`src/rtl/permute_controller_pkg.sv`:
```
// Shared encoder-wide definitions for the permute stage controller:
// state encoding and default sizing constants.
package permute_controller_pkg;

  localparam int SLICE_W            = 25;
  localparam int NUM_SLICES_DEFAULT = 64;
  localparam int ADDR_W_DEFAULT     = 6;

  typedef enum logic [2:0] {
    ST_IDLE     = 3'd0,
    ST_READ     = 3'd1,
    ST_LOAD_IN  = 3'd2,
    ST_LOAD_OUT = 3'd3,
    ST_WRITE    = 3'd4,
    ST_DONE     = 3'd5
  } perm_state_e;

endpackage

```
`src/rtl/permute_controller_slice_counter.sv`:
```
// slice_counter: ADDR_W-bit slice index with synchronous clear, increment
// enable and a terminal-count flag at NUM_SLICES-1. Increments are ignored
// once the terminal count is reached, so the index never leaves 0..NUM_SLICES-1.
module slice_counter
  import permute_controller_pkg::*;
#(
  parameter int NUM_SLICES = NUM_SLICES_DEFAULT,
  parameter int ADDR_W     = ADDR_W_DEFAULT
) (
  input  logic              clk,
  input  logic              rst,
  input  logic              clr,
  input  logic              inc,
  output logic [ADDR_W-1:0] cnt,
  output logic              tc
);

  localparam logic [ADDR_W-1:0] LAST = ADDR_W'(NUM_SLICES - 1);

  logic [ADDR_W-1:0] cnt_d;
  logic [ADDR_W-1:0] cnt_q;

  // Next count: clear wins over increment; saturate at the last slice.
  always_comb begin
    cnt_d = cnt_q;
    if (clr) begin
      cnt_d = '0;
    end else if (inc && (cnt_q != LAST)) begin
      cnt_d = cnt_q + ADDR_W'(1);
    end
  end

  // Count register with synchronous reset.
  always_ff @(posedge clk) begin
    if (rst) begin
      cnt_q <= '0;
    end else begin
      cnt_q <= cnt_d;
    end
  end

  assign cnt = cnt_q;
  assign tc  = (cnt_q == LAST);

endmodule

```
`src/rtl/permute_controller.sv`:
```
// permute_controller: sequences the permute datapath (input register,
// permuter, output register) over NUM_SLICES memory slices, four cycles per
// slice: READ, LOAD_IN, LOAD_OUT, WRITE, then a one-cycle DONE pulse.
// Optional macro PERMUTE_ABORT_EN adds an 'abort' input that returns any
// active run to IDLE without a done pulse.
module permute_controller
  import permute_controller_pkg::*;
#(
  parameter int NUM_SLICES = NUM_SLICES_DEFAULT,
  parameter int ADDR_W     = ADDR_W_DEFAULT
) (
  input  logic              clk,
  input  logic              rst,
  input  logic              start,
`ifdef PERMUTE_ABORT_EN
  input  logic              abort,
`endif
  output logic              ready,
  output logic              done,
  output logic              mem_rd_en,
  output logic [ADDR_W-1:0] mem_rd_addr,
  output logic              input_ld,
  output logic              output_ld,
  output logic              mem_wr_en,
  output logic [ADDR_W-1:0] mem_wr_addr
);

  perm_state_e       state_q;
  perm_state_e       state_d;
  logic              cnt_clr;
  logic              cnt_inc;
  logic [ADDR_W-1:0] cnt;
  logic              cnt_tc;
  logic              abort_req;

`ifdef PERMUTE_ABORT_EN
  assign abort_req = abort;
`else
  assign abort_req = 1'b0;
`endif

  slice_counter #(
    .NUM_SLICES (NUM_SLICES),
    .ADDR_W     (ADDR_W)
  ) u_slice_counter (
    .clk (clk),
    .rst (rst),
    .clr (cnt_clr),
    .inc (cnt_inc),
    .cnt (cnt),
    .tc  (cnt_tc)
  );

  // Next-state and counter control; abort overrides every transition.
  always_comb begin
    state_d = state_q;
    cnt_clr = 1'b0;
    cnt_inc = 1'b0;
    case (state_q)
      ST_IDLE: begin
        if (start) begin
          state_d = ST_READ;
          cnt_clr = 1'b1;
        end
      end
      ST_READ:     state_d = ST_LOAD_IN;
      ST_LOAD_IN:  state_d = ST_LOAD_OUT;
      ST_LOAD_OUT: state_d = ST_WRITE;
      ST_WRITE: begin
        if (cnt_tc) begin
          state_d = ST_DONE;
        end else begin
          state_d = ST_READ;
          cnt_inc = 1'b1;
        end
      end
      ST_DONE: begin
        state_d = ST_IDLE;
        cnt_clr = 1'b1;
      end
      default: begin
        state_d = ST_IDLE;
        cnt_clr = 1'b1;
      end
    endcase
    if (abort_req && (state_q != ST_IDLE)) begin
      state_d = ST_IDLE;
      cnt_clr = 1'b1;
      cnt_inc = 1'b0;
    end
  end

  // State register with synchronous reset to IDLE.
  always_ff @(posedge clk) begin
    if (rst) begin
      state_q <= ST_IDLE;
    end else begin
      state_q <= state_d;
    end
  end

  // Moore output decode: each strobe belongs to exactly one state.
  always_comb begin
    ready     = 1'b0;
    done      = 1'b0;
    mem_rd_en = 1'b0;
    input_ld  = 1'b0;
    output_ld = 1'b0;
    mem_wr_en = 1'b0;
    case (state_q)
      ST_IDLE:     ready     = 1'b1;
      ST_READ:     mem_rd_en = 1'b1;
      ST_LOAD_IN:  input_ld  = 1'b1;
      ST_LOAD_OUT: output_ld = 1'b1;
      ST_WRITE:    mem_wr_en = 1'b1;
      ST_DONE:     done      = 1'b1;
      default:     ready     = 1'b0;
    endcase
  end

  assign mem_rd_addr = cnt;
  assign mem_wr_addr = cnt;

endmodule

```
`config.mk`:
```
export PLATFORM = sky130hd
export DESIGN_NAME = permute_controller
export DESIGN_NICKNAME = d
export VERILOG_FILES = /design/src/rtl/permute_controller_pkg.sv /design/src/rtl/permute_controller_slice_counter.sv /design/src/rtl/permute_controller.sv
export SDC_FILE = /design/constraint.sdc
export NUM_CORES = 1
export LEC_CHECK = 0
export BUFFER_PORTS_ARGS = -buffer_cell sky130_fd_sc_hd__clkbuf_2
export CORE_AREA = 4 4 41 43
export CTS_CLUSTER_DIAMETER = 50
export CTS_CLUSTER_SIZE = 28
export DETAILED_ROUTE_END_ITERATION = 7
export DIE_AREA = 0 0 45 47
export PLACE_DENSITY = 0.78
export SYNTH_ARGS = -nofsm -noshare
export SYNTH_HDL_FRONTEND = slang
export SYNTH_SLANG_ARGS = --single-unit
```
`constraint.sdc`:
```
create_clock -name clk -period 4.3 [get_ports clk]
set_input_delay 0 -clock clk [delete_from_list [all_inputs] [get_ports clk]]
set_output_delay 0 -clock clk [all_outputs]
set_load 0.1 [all_outputs]
```
==> impl_metrics.json <==
{
  "number_of_setup_violations_in_the_final_report": 0,
  "syn_area_per_cell_um2": 9.24,
  "path_clk_slew_ps": 60,
  "most_frequently_used_flop_master_after_synthesis": "dfxtp_1",
  "top_level_pins": 21,
  "sw_frac_of_total_pct": 38.8,
  "cts_root_buf": "clkbuf_4",
  "synth_top_cells_by_area": "dfxtp_1 (31%), buf_4 (9.0%), nand4b_1 (6.0%), mux2i_1 (5.2%), a41oi_1 (4.5%)",
  "synth.most_common_cell": "dfxtp_1",
  "max_clock_freq_ghz": 0.569,
  "std_cell_rows": 13,
  "post_synth_and_or_nand_nor_area_fraction_pct": 28.6,
  "ys.warnings.count": 0,
  "worst-slew-pin-transition_ps": 544,
  "antenna_found_initial": 0,
  "cts_hold_buf": 0,
  "ys_types": 30,
  "critPathArrivalTime_ps": 1760,
  "drt_iter0_drcs": 9,
  "worstSetupEndpointType": "output pin",
  "synth-seq-cells": 9,
  "final.min_clock_period_ps": 1760,
  "cap_violations": 0,
  "power.share.sequential_pct": 42.3,
  "crit_required_ps": 4300,
  "met1_length_um": 560,
  "whs_path_depth": 2,
  "place_hpwl_um": 908,
  "post_cts_resize_count": 0,
  "synth_async_sr_flop_share_pct": 0,
  "first_global_vias": 437,
  "wl_met2_um": 505,
  "result_of_the_run": "finished clean",
  "top_layer": "met4",
  "syn_area_um2": 582,
  "synth-edff-count": 0,
  "slew-limit-headroom_pct": 63.9,
  "route.detailed.wl_per_inst_um": 13.3,
  "gp_congestion": 0.736,
  "post_synth_mux_area_share_pct": 5.16,
  "synth_commonest_cells": "dfxtp_1 (9), buf_4 (7), nand3_1 (4), nand4b_1 (4), nor3_1 (4)",
  "cts_max_level": 1,
  "worstPathMaxFanout": 11,
  "grt_use_total_pct": 13.1,
  "chipWidth_um": 45,
  "min_to": "state_q[2]$_SDFFE_PP0P_",
  "die_height_um": 47,
  "placeableCoreArea_um2": 1300,
  "netlist_instances": 63,
  "cts.path.max_buffers": 2,
  "skew_ps": 6.31,
  "initial_core_util_pct": 44.7,
  "overflow": 0,
  "yosys.area_share.adder_pct": 2.15,
  "area_delta_synth_final_pct": 12.3,
  "diodes": 0,
  "slew_viol_final": 0,
  "reg2reg_setup_slack_ps": 2780,
  "placement.setup.worst_slack_ps": 2800,
  "internal_power_mw": 0.133,
  "combPwrFrac_pct": 26.8,
  "drive_gt1_share_pct": 37.3,
  "synth.net_count": 67,
  "hold_path_startpoint": "rst",
  "clkSinkCount": 9,
  "reg2reg_from": "state_q[2]$_SDFFE_PP0P_",
  "max_vdd_drop_mv": 0.173,
  "route.met3.wl_um": 97,
  "synth-compound-area-share_pct": 17.4,
  "buffer_ports.inserted": 20,
  "setup_tns_ps": 0,
  "worst_hold_path_type": "in -> reg",
  "synth-seq-area-share_pct": 31.0,
  "route.vias.total": 510,
  "rsz0062_at_grt": "false",
  "worst_r2r_endpoint": "u_slice_counter.cnt[0]$_SDFFE_PP0P_",
  "vias_per_cell": 5.67,
  "timing.final.ws_setup_ps": 2540,
  "post-synth-top-area-cell": "dfxtp_1",
  "netlist.area_leader.share_pct": 31.0,
  "worstSetupPathType": "reg -> out",
  "tritoncts": "built",
  "floorplan.die_area_um2": 2120,
  "drt-pass1-iter-count": 4,
  "r2r.worst_path.cells": 3,
  "num-nets-final": 80,
  "finalWirelength_um": 1190,
  "final.period_utilization_pct": 40.9,
  "maximum_number_of_pins_on_one_net_before_global_route_repair": 12,
  "total_switching_power_mw": 0.0844,
  "pwr-share-clk_pct": 30.9,
  "yosys.area_share.xor_xnor_pct": 1.51,
  "leakage_component_of_the_power_nw": 0.266,
  "remaining_drc_errors": 0,
  "synth_top_family_by_area": "simple AND/OR/NAND/NOR gates",
  "power_per_cell_area_nw_per_um2": 333,
  "timing.critical_path.from_type": "flop",
  "cts_made_buffers": 3,
  "grt_pass1_wl_um": 1950,
  "clock_latency_ps": 270,
  "remaining_antenna_violation_count_after_routing": 0,
  "cts_setup_buffers": 0,
  "final-hold-violation-count": 0
}
## power by group through the flow
stage	Sequential, mW	Clock, mW	Combinational (mW)
finish	0.0920	0.0673	0.0584
global route	0.0927	0.0747	0.0617
CTS	0.0920	0.0691	0.0588
detailed placement	0.0937	0	0.0588
global placement	0.0937	0	0.0579
floorplan	0.0893	0	0.0572
## cells by family after synthesis
| family | Yosys count |
|---|---|
| multiplexers | 3 |
| buffers and inverters | 13 |
| XOR/XNOR | 1 |
| flip-flops | 9 |
| adder cells (fa/ha/maj) | 1 |
| AND/OR/NAND/NOR | 25 |
| AO/OA/AOI/OAI | 11 |
## cell usage in the layout, fill, tap and decap left out, types with 2 or more instances in the layout
cell type  netlist  routed
nand4b_1         4       4
nor2_1           3       3
nand3_1          4       4
clkbuf_4         0       3
nor3_1           4       4
clkbuf_2         0      20
a41oi_1          3       3
mux2i_1          3       3
nor3b_1          2       2
and3b_1          2       2
dfxtp_1          9       9
## routing by layer
| layer | vias to the layer above | global-route usage [%] |
|---|---|---|
| met5 | - | 0 |
| met1 | 230 | 15.3 |
| li1 | 257 | - |
| met3 | 3 | 3.45 |
| met2 | 20 | 21.2 |
| met4 | 0 | 8.77 |
## final cells by class
cell class,count,area [um2]
timing repair buffer,20,100
multi-input combinational,41,319
inverter,1,8.76
clock buffer,4,26.3
tap,15,18.8
fill,141,648
sequential,9,180
## per-stage QoR
step           instances  utilization, %  instance area, um2  hold WS (ps)  power (mW)
5_1_grt               90            50.2                 653          37.6       0.229
2_1_floorplan         63               -                 582           239       0.146
3_3_place_gp          86            48.2                 627           293       0.152
6_report              90            50.2                 653          9.09       0.218
3_5_place_dp          86            48.2                 627           295       0.152
4_1_cts               90            50.2                 653          12.9       0.220
## registers in the layout, summed over array words and instances (netlist names)
name / flops
state_q: 3
u_slice_counter.cnt: 6
## how the worst max path moves through the flow
stage | from | end | cells after the start
after floorplan | state_q[1]$_SDFFE_PP0P_ | input_ld | 2
after global placement | state_q[2]$_SDFFE_PP0P_ | u_slice_counter.cnt[5]$_SDFFE_PP0P_ | 3
after detailed placement | state_q[2]$_SDFFE_PP0P_ | u_slice_counter.cnt[0]$_SDFFE_PP0P_ | 3
after CTS | state_q[2]$_SDFFE_PP0P_ | mem_wr_en | 3
after global routing | state_q[2]$_SDFFE_PP0P_ | mem_wr_en | 3
final | state_q[2]$_SDFFE_PP0P_ | mem_wr_en | 3
## critical path: stages (launching register included)
cell	delay [ps]
dfxtp_1	480
or3b_4	470
clkinv_4	80
clkbuf_2	450
Power figures use the tool's default switching activity.
